`src/rtl/fetch_pkg.sv`:
```
// Shared types and constants for the instruction-fetch stage.
package fetch_pkg;

  typedef enum logic {
    BOOT = 1'b0,
    RUN  = 1'b1
  } fetchState_t;

  localparam logic [31:0] NOP_INSTR = 32'h0000_0000;
  localparam logic [31:0] PC_STEP   = 32'd4;

  typedef struct packed {
    logic [31:0] instr;
    logic [31:0] pc4;
  } fetchEntry_t;

endpackage

```
`src/rtl/fetch_queue.sv`:
```
// DEPTH-entry prefetch FIFO with push/pop/flush; full and empty derive from the occupancy count.
module fetch_queue
  import fetch_pkg::*;
#(
  parameter int DEPTH = 2
) (
  input  logic        clk,
  input  logic        reset,
  input  logic        flush,
  input  logic        push,
  input  logic        pop,
  input  fetchEntry_t pushEntry,
  output fetchEntry_t headEntry,
  output logic        full,
  output logic        empty
);

  localparam int PW = (DEPTH > 1) ? $clog2(DEPTH) : 1;
  localparam int CW = $clog2(DEPTH) + 1;

  fetchEntry_t      mem [DEPTH];
  logic [PW-1:0]    headPtr;
  logic [PW-1:0]    tailPtr;
  logic [CW-1:0]    count;

  always_ff @(posedge clk) begin
    if (reset || flush) begin
      headPtr <= '0;
      tailPtr <= '0;
      count   <= '0;
    end else begin
      if (push) tailPtr <= tailPtr + PW'(1);
      if (pop)  headPtr <= headPtr + PW'(1);
      case ({push, pop})
        2'b10:   count <= count + CW'(1);
        2'b01:   count <= count - CW'(1);
        default: count <= count;
      endcase
    end
  end

  // Storage is data only; validity is tracked entirely by count.
  always_ff @(posedge clk) begin
    if (push) mem[tailPtr] <= pushEntry;
  end

  assign headEntry = mem[headPtr];
  assign full      = (count == CW'(DEPTH));
  assign empty     = (count == '0);

endmodule

```
`src/rtl/fetch_stage.sv`:
```
// MIPS instruction-fetch stage: PC, BOOT/RUN FSM, prefetch queue and branch redirect.
// Optional macro FETCH_PERF_EN enables the perf_fetched push counter.
module fetch_stage
  import fetch_pkg::*;
#(
  parameter logic [31:0] RESET_PC = 32'h0000_0000,
  parameter int          DEPTH    = 2
) (
  input  logic        clk,
  input  logic        reset,
  output logic [31:0] imem_addr,
  input  logic [31:0] imem_data,
  input  logic        redirect,
  input  logic [31:0] redirect_pc,
  output logic        out_valid,
  input  logic        out_ready,
  output logic [31:0] out_instr,
  output logic [31:0] out_pc4,
  output logic [31:0] perf_fetched
);

  fetchState_t state;
  fetchState_t nextState;
  logic [31:0] pc;
  logic [31:0] pcPlus4;
  logic        push;
  logic        pop;
  logic        full;
  logic        empty;
  fetchEntry_t pushEntry;
  fetchEntry_t headEntry;

  always_ff @(posedge clk) begin
    if (reset) state <= BOOT;
    else       state <= nextState;
  end

  always_comb begin
    nextState = state;
    case (state)
      BOOT:    nextState = RUN;
      RUN:     nextState = RUN;
      default: nextState = BOOT;
    endcase
  end

  assign pcPlus4   = pc + PC_STEP;
  assign pop       = out_valid & out_ready;
  assign push      = (state == RUN) & ~redirect & (~full | pop);
  assign pushEntry = '{instr: imem_data, pc4: pcPlus4};

  // Redirect outranks push, and also applies while still in BOOT.
  always_ff @(posedge clk) begin
    if (reset)         pc <= RESET_PC;
    else if (redirect) pc <= {redirect_pc[31:2], 2'b00};
    else if (push)     pc <= pcPlus4;
  end

  fetch_queue #(
    .DEPTH(DEPTH)
  ) uQueue (
    .clk       (clk),
    .reset     (reset),
    .flush     (redirect),
    .push      (push),
    .pop       (pop),
    .pushEntry (pushEntry),
    .headEntry (headEntry),
    .full      (full),
    .empty     (empty)
  );

  assign imem_addr = pc;
  assign out_valid = ~empty;
  assign out_instr = empty ? NOP_INSTR : headEntry.instr;
  assign out_pc4   = empty ? NOP_INSTR : headEntry.pc4;

`ifdef FETCH_PERF_EN
  logic [31:0] perfCount;

  always_ff @(posedge clk) begin
    if (reset)     perfCount <= '0;
    else if (push) perfCount <= perfCount + 32'd1;
  end

  assign perf_fetched = perfCount;
`else
  assign perf_fetched = 32'h0;
`endif

endmodule

```
`config.mk`:
```
export PLATFORM = sky130hd
export DESIGN_NAME = fetch_stage
export DESIGN_NICKNAME = d
export VERILOG_FILES = /design/src/rtl/fetch_pkg.sv /design/src/rtl/fetch_queue.sv /design/src/rtl/fetch_stage.sv
export SDC_FILE = /design/constraint.sdc
export NUM_CORES = 1
export LEC_CHECK = 0
export ABC_AREA = 1
export BUFFER_PORTS_ARGS = -buffer_cell sky130_fd_sc_hd__buf_2
export CORE_MARGIN = 5
export CORE_UTILIZATION = 57
export DETAILED_ROUTE_END_ITERATION = 10
export HOLD_SLACK_MARGIN = 0.06
export PLACE_DENSITY = 0.95
export REMOVE_ABC_BUFFERS = 1
export SETUP_SLACK_MARGIN = 0.3
export SYNTH_ARGS = -nofsm -noshare
export SYNTH_HDL_FRONTEND = slang
export SYNTH_SLANG_ARGS = --single-unit
```
`constraint.sdc`:
```
create_clock -name clk -period 10.1 [get_ports clk]
set_input_delay 1.515 -clock clk [delete_from_list [all_inputs] [get_ports clk]]
set_output_delay 1.515 -clock clk [all_outputs]
set_load 0.02 [all_outputs]
```
==> flow_summary.json <==
{
  "die_w_um": 123,
  "route.detailed.wl_per_inst_um": 16.4,
  "cp_slowest_cell": "inv_2",
  "via_per_inst": 5.31,
  "tritoncts": "yes",
  "synth_top_family_by_area": "simple AND/OR/NAND/NOR gates",
  "worstHoldPathCells": 1,
  "routed_wl_um": 18200,
  "reg2reg_depth": 5,
  "synth-main-ff-cell": "edfxtp_1",
  "syn-cell-area_um2": 7340,
  "dp_hpwl_um": 12000,
  "port_buffers": 158,
  "synth_seq_cells": 160,
  "worst_ep_required_time_ns": 8.59,
  "synthCells": 774,
  "timing.setup.tns_ns": 0,
  "drv_slew": 0,
  "power.total_mw": 1.50,
  "ir_drop_uv": 98.5,
  "ys_top_cells_by_area": "edfxtp_1 51%, nand2_1 14%, dfxtp_1 9.8%",
  "slowest_delay_ns": 0.92,
  "h-tree-depth": 4,
  "dp.cells": 1076,
  "multi_input_area_um2": 2430,
  "synth_top_area_frac": 0.508,
  "crit_type": "flip-flop to primary output",
  "die-height_um": 123,
  "yosysMostFrequentCell": "nand2_1",
  "cp-end-kind": "primary output",
  "place.gp.congestion": 0.903,
  "cts_root_buffer": "clkbuf_16",
  "syn_to_final_growth_pct": 18.7,
  "ff2ff_setup_slack_ns": 7.65,
  "synthAdderAreaFrac": 0.00171,
  "synth_edf_count": 124,
  "grt_max_degree": 64,
  "cts.clk_slew.worst_paths_ns": 0.06,
  "min-delay-path-class": "flip-flop to flip-flop",
  "startpoint_type": "flip-flop",
  "rsz0062_at_grt": "no",
  "finalInstanceArea_um2": 8710,
  "antenna_found_initial": 1,
  "post-route-min-period_ns": 4.19,
  "n_fill_cell": 893,
  "layout-drive-gt1-share": 0.235,
  "synth_mux_area_frac": 0,
  "initial_core_util": 0.581,
  "rr_endpoint": "uQueue.mem[0][13]",
  "crit-reg2reg-launch": "uQueue.count[0]",
  "finalClockSkew_ns": 0.00972,
  "first_pass_iters": 7,
  "ant_nets": 0,
  "synth_commonest_cells": "279 x nand2_1, 124 x edfxtp_1, 89 x a21oi_1, 56 x inv_1, 40 x nor2_1",
  "post-route-period-util": 0.415,
  "grt_use_total": 0.240,
  "cts_resized": 0,
  "numCtsBuffers": 17,
  "rows": 41,
  "drv_cap": 0,
  "yosys_warnings": 0,
  "synth_area_leader_cell": "edfxtp_1",
  "cts_hold_buf": 0,
  "max_slew_margin": 0.229,
  "place_area_um2": 8130,
  "p_leak_nw": 3.76,
  "numClockSinks": 160,
  "ys_seq_area_frac": 0.606,
  "regArea_um2": 4450,
  "crit_arrival_ns": 2.67,
  "synth-async-reset-ratio": 0,
  "path_max_fanout": 63,
  "synth.distinct_cells": 29,
  "crit_path_cell_trace": "buf_4 -> inv_2 -> nand2_1 -> a21oi_1 -> buf_2",
  "syn_avg_cell_area_um2": 9.48,
  "vias": 5884,
  "holdWs_ns": 0.452,
  "clockBufferDepth": 2,
  "drc_errors": 0,
  "postCtsSetupRepairBufs": 0,
  "drt_iter0_drc": 610,
  "grt_pass1_vias": 5716,
  "finalHoldViolations": 0,
  "hold_start": "uQueue.headPtr",
  "yosys.area_share.simple": 0.201,
  "grt_pass1_wl_um": 27900,
  "io_pins": 197,
  "synth-xor-area-share": 0.0263,
  "status": "completed",
  "fp.coreArea_um2": 12600,
  "synth_compound_gate_area_share": 0.0810,
  "clkLatencyLatePin_ns": 0.42,
  "gr-total-overflow": 0,
  "fmax_mhz": 239,
  "worst_slew_pin_slew_ns": 1.16,
  "p_per_area_nw_per_um2": 173,
  "setup_viol": 0,
  "fin_cells": 1109,
  "dieArea_um2": 15200,
  "final_nets": 992
}
[flip-flops by register name, summed over array words and instances, names as in the netlist, named ones only]
name and flops:
uQueue.headPtr 1, uQueue.count 2, state 1, imem_addr 30, uQueue.tailPtr 1, uQueue.mem 124
[stage by stage]
stage | setup slack, ns | utilization
floorplan | 5.22 | -
global placement | 6.15 | 0.644
detailed placement | 6.16 | 0.644
CTS | 5.96 | 0.690
global route | 5.85 | 0.690
finish | 5.91 | 0.690
[routing by layer]
layer / GRT usage / vias up / wire (µm)
li1: - / 2753 / -
met1: 0.276 / 2728 / 6750
met2: 0.413 / 345 / 9130
met3: 0.0663 / 58 / 1710
met4: 0.113 / 0 / 639
met5: 0 / - / 0
[worst max path at each step]
| stage | from | to | slack (ns) | cells after the start |
|---|---|---|---|---|
| finish | flip-flop | out_pc4[27] | 5.91 | 5 |
| global route | flip-flop | out_pc4[14] | 5.85 | 5 |
| CTS | flip-flop | out_pc4[27] | 5.96 | 5 |
| detailed placement | redirect | uQueue.mem[1][63] | 6.16 | 5 |
| global placement | redirect | uQueue.mem[0][14] | 6.15 | 5 |
| floorplan | out_ready | uQueue.mem[1][10] | 5.22 | 4 |
[cell families after synthesis]
logic type / after synthesis
buffers and inverters: 125
AND/OR/NAND/NOR: 355
adder cells (fa/ha/maj): 1
XOR/XNOR: 16
flip-flops: 160
AO/OA/AOI/OAI: 116
other: 1
[layout by cell type (no fill, tap or decap), drive strengths merged]
cell,Yosys,final
nand2,285,285
buf,46,162
edfxtp,124,124
a21oi,89,89
inv,58,60
nor2,51,51
conb,1,36
dfxtp,36,36
o21ai,20,20
clkbuf,21,18
nand3,16,16
xor2,13,13
clkinv,0,9
a31oi,4,4
xnor2,3,3
and2,2,2
bufinv,0,2
diode,0,1
nand4,1,1
o211ai,1,1
o221ai,1,1
a22oi,1,1
ha,1,1
clkinvlp,0,1
[critical path, delay by kind of cell (launching register included)]
family,cells,cell delay (ns)
AOI/OAI and AO/OA,1,0.20
DFF,1,0.31
buffers and inverters,3,1.42
and+or+nand+nor,1,0.21
[final cells by class]
type,instances,area share
multi-input combinational,524,0.280
antenna,1,0.000287
timing repair buffer,162,0.0943
inverter,58,0.0250
clock inverter,14,0.0162
sequential,160,0.511
clock buffer,18,0.0493
tap,172,0.0247
[power by group]
part | leakage (nW) | switching, mW | total (mW) | internal (mW)
logic | 2.03 | 0.0975 | 0.136 | 0.0384
registers | 1.45 | 0.0165 | 0.752 | 0.735
clock network | 0.277 | 0.252 | 0.615 | 0.363
No activity file was read; power rests on OpenSTA's default activity.
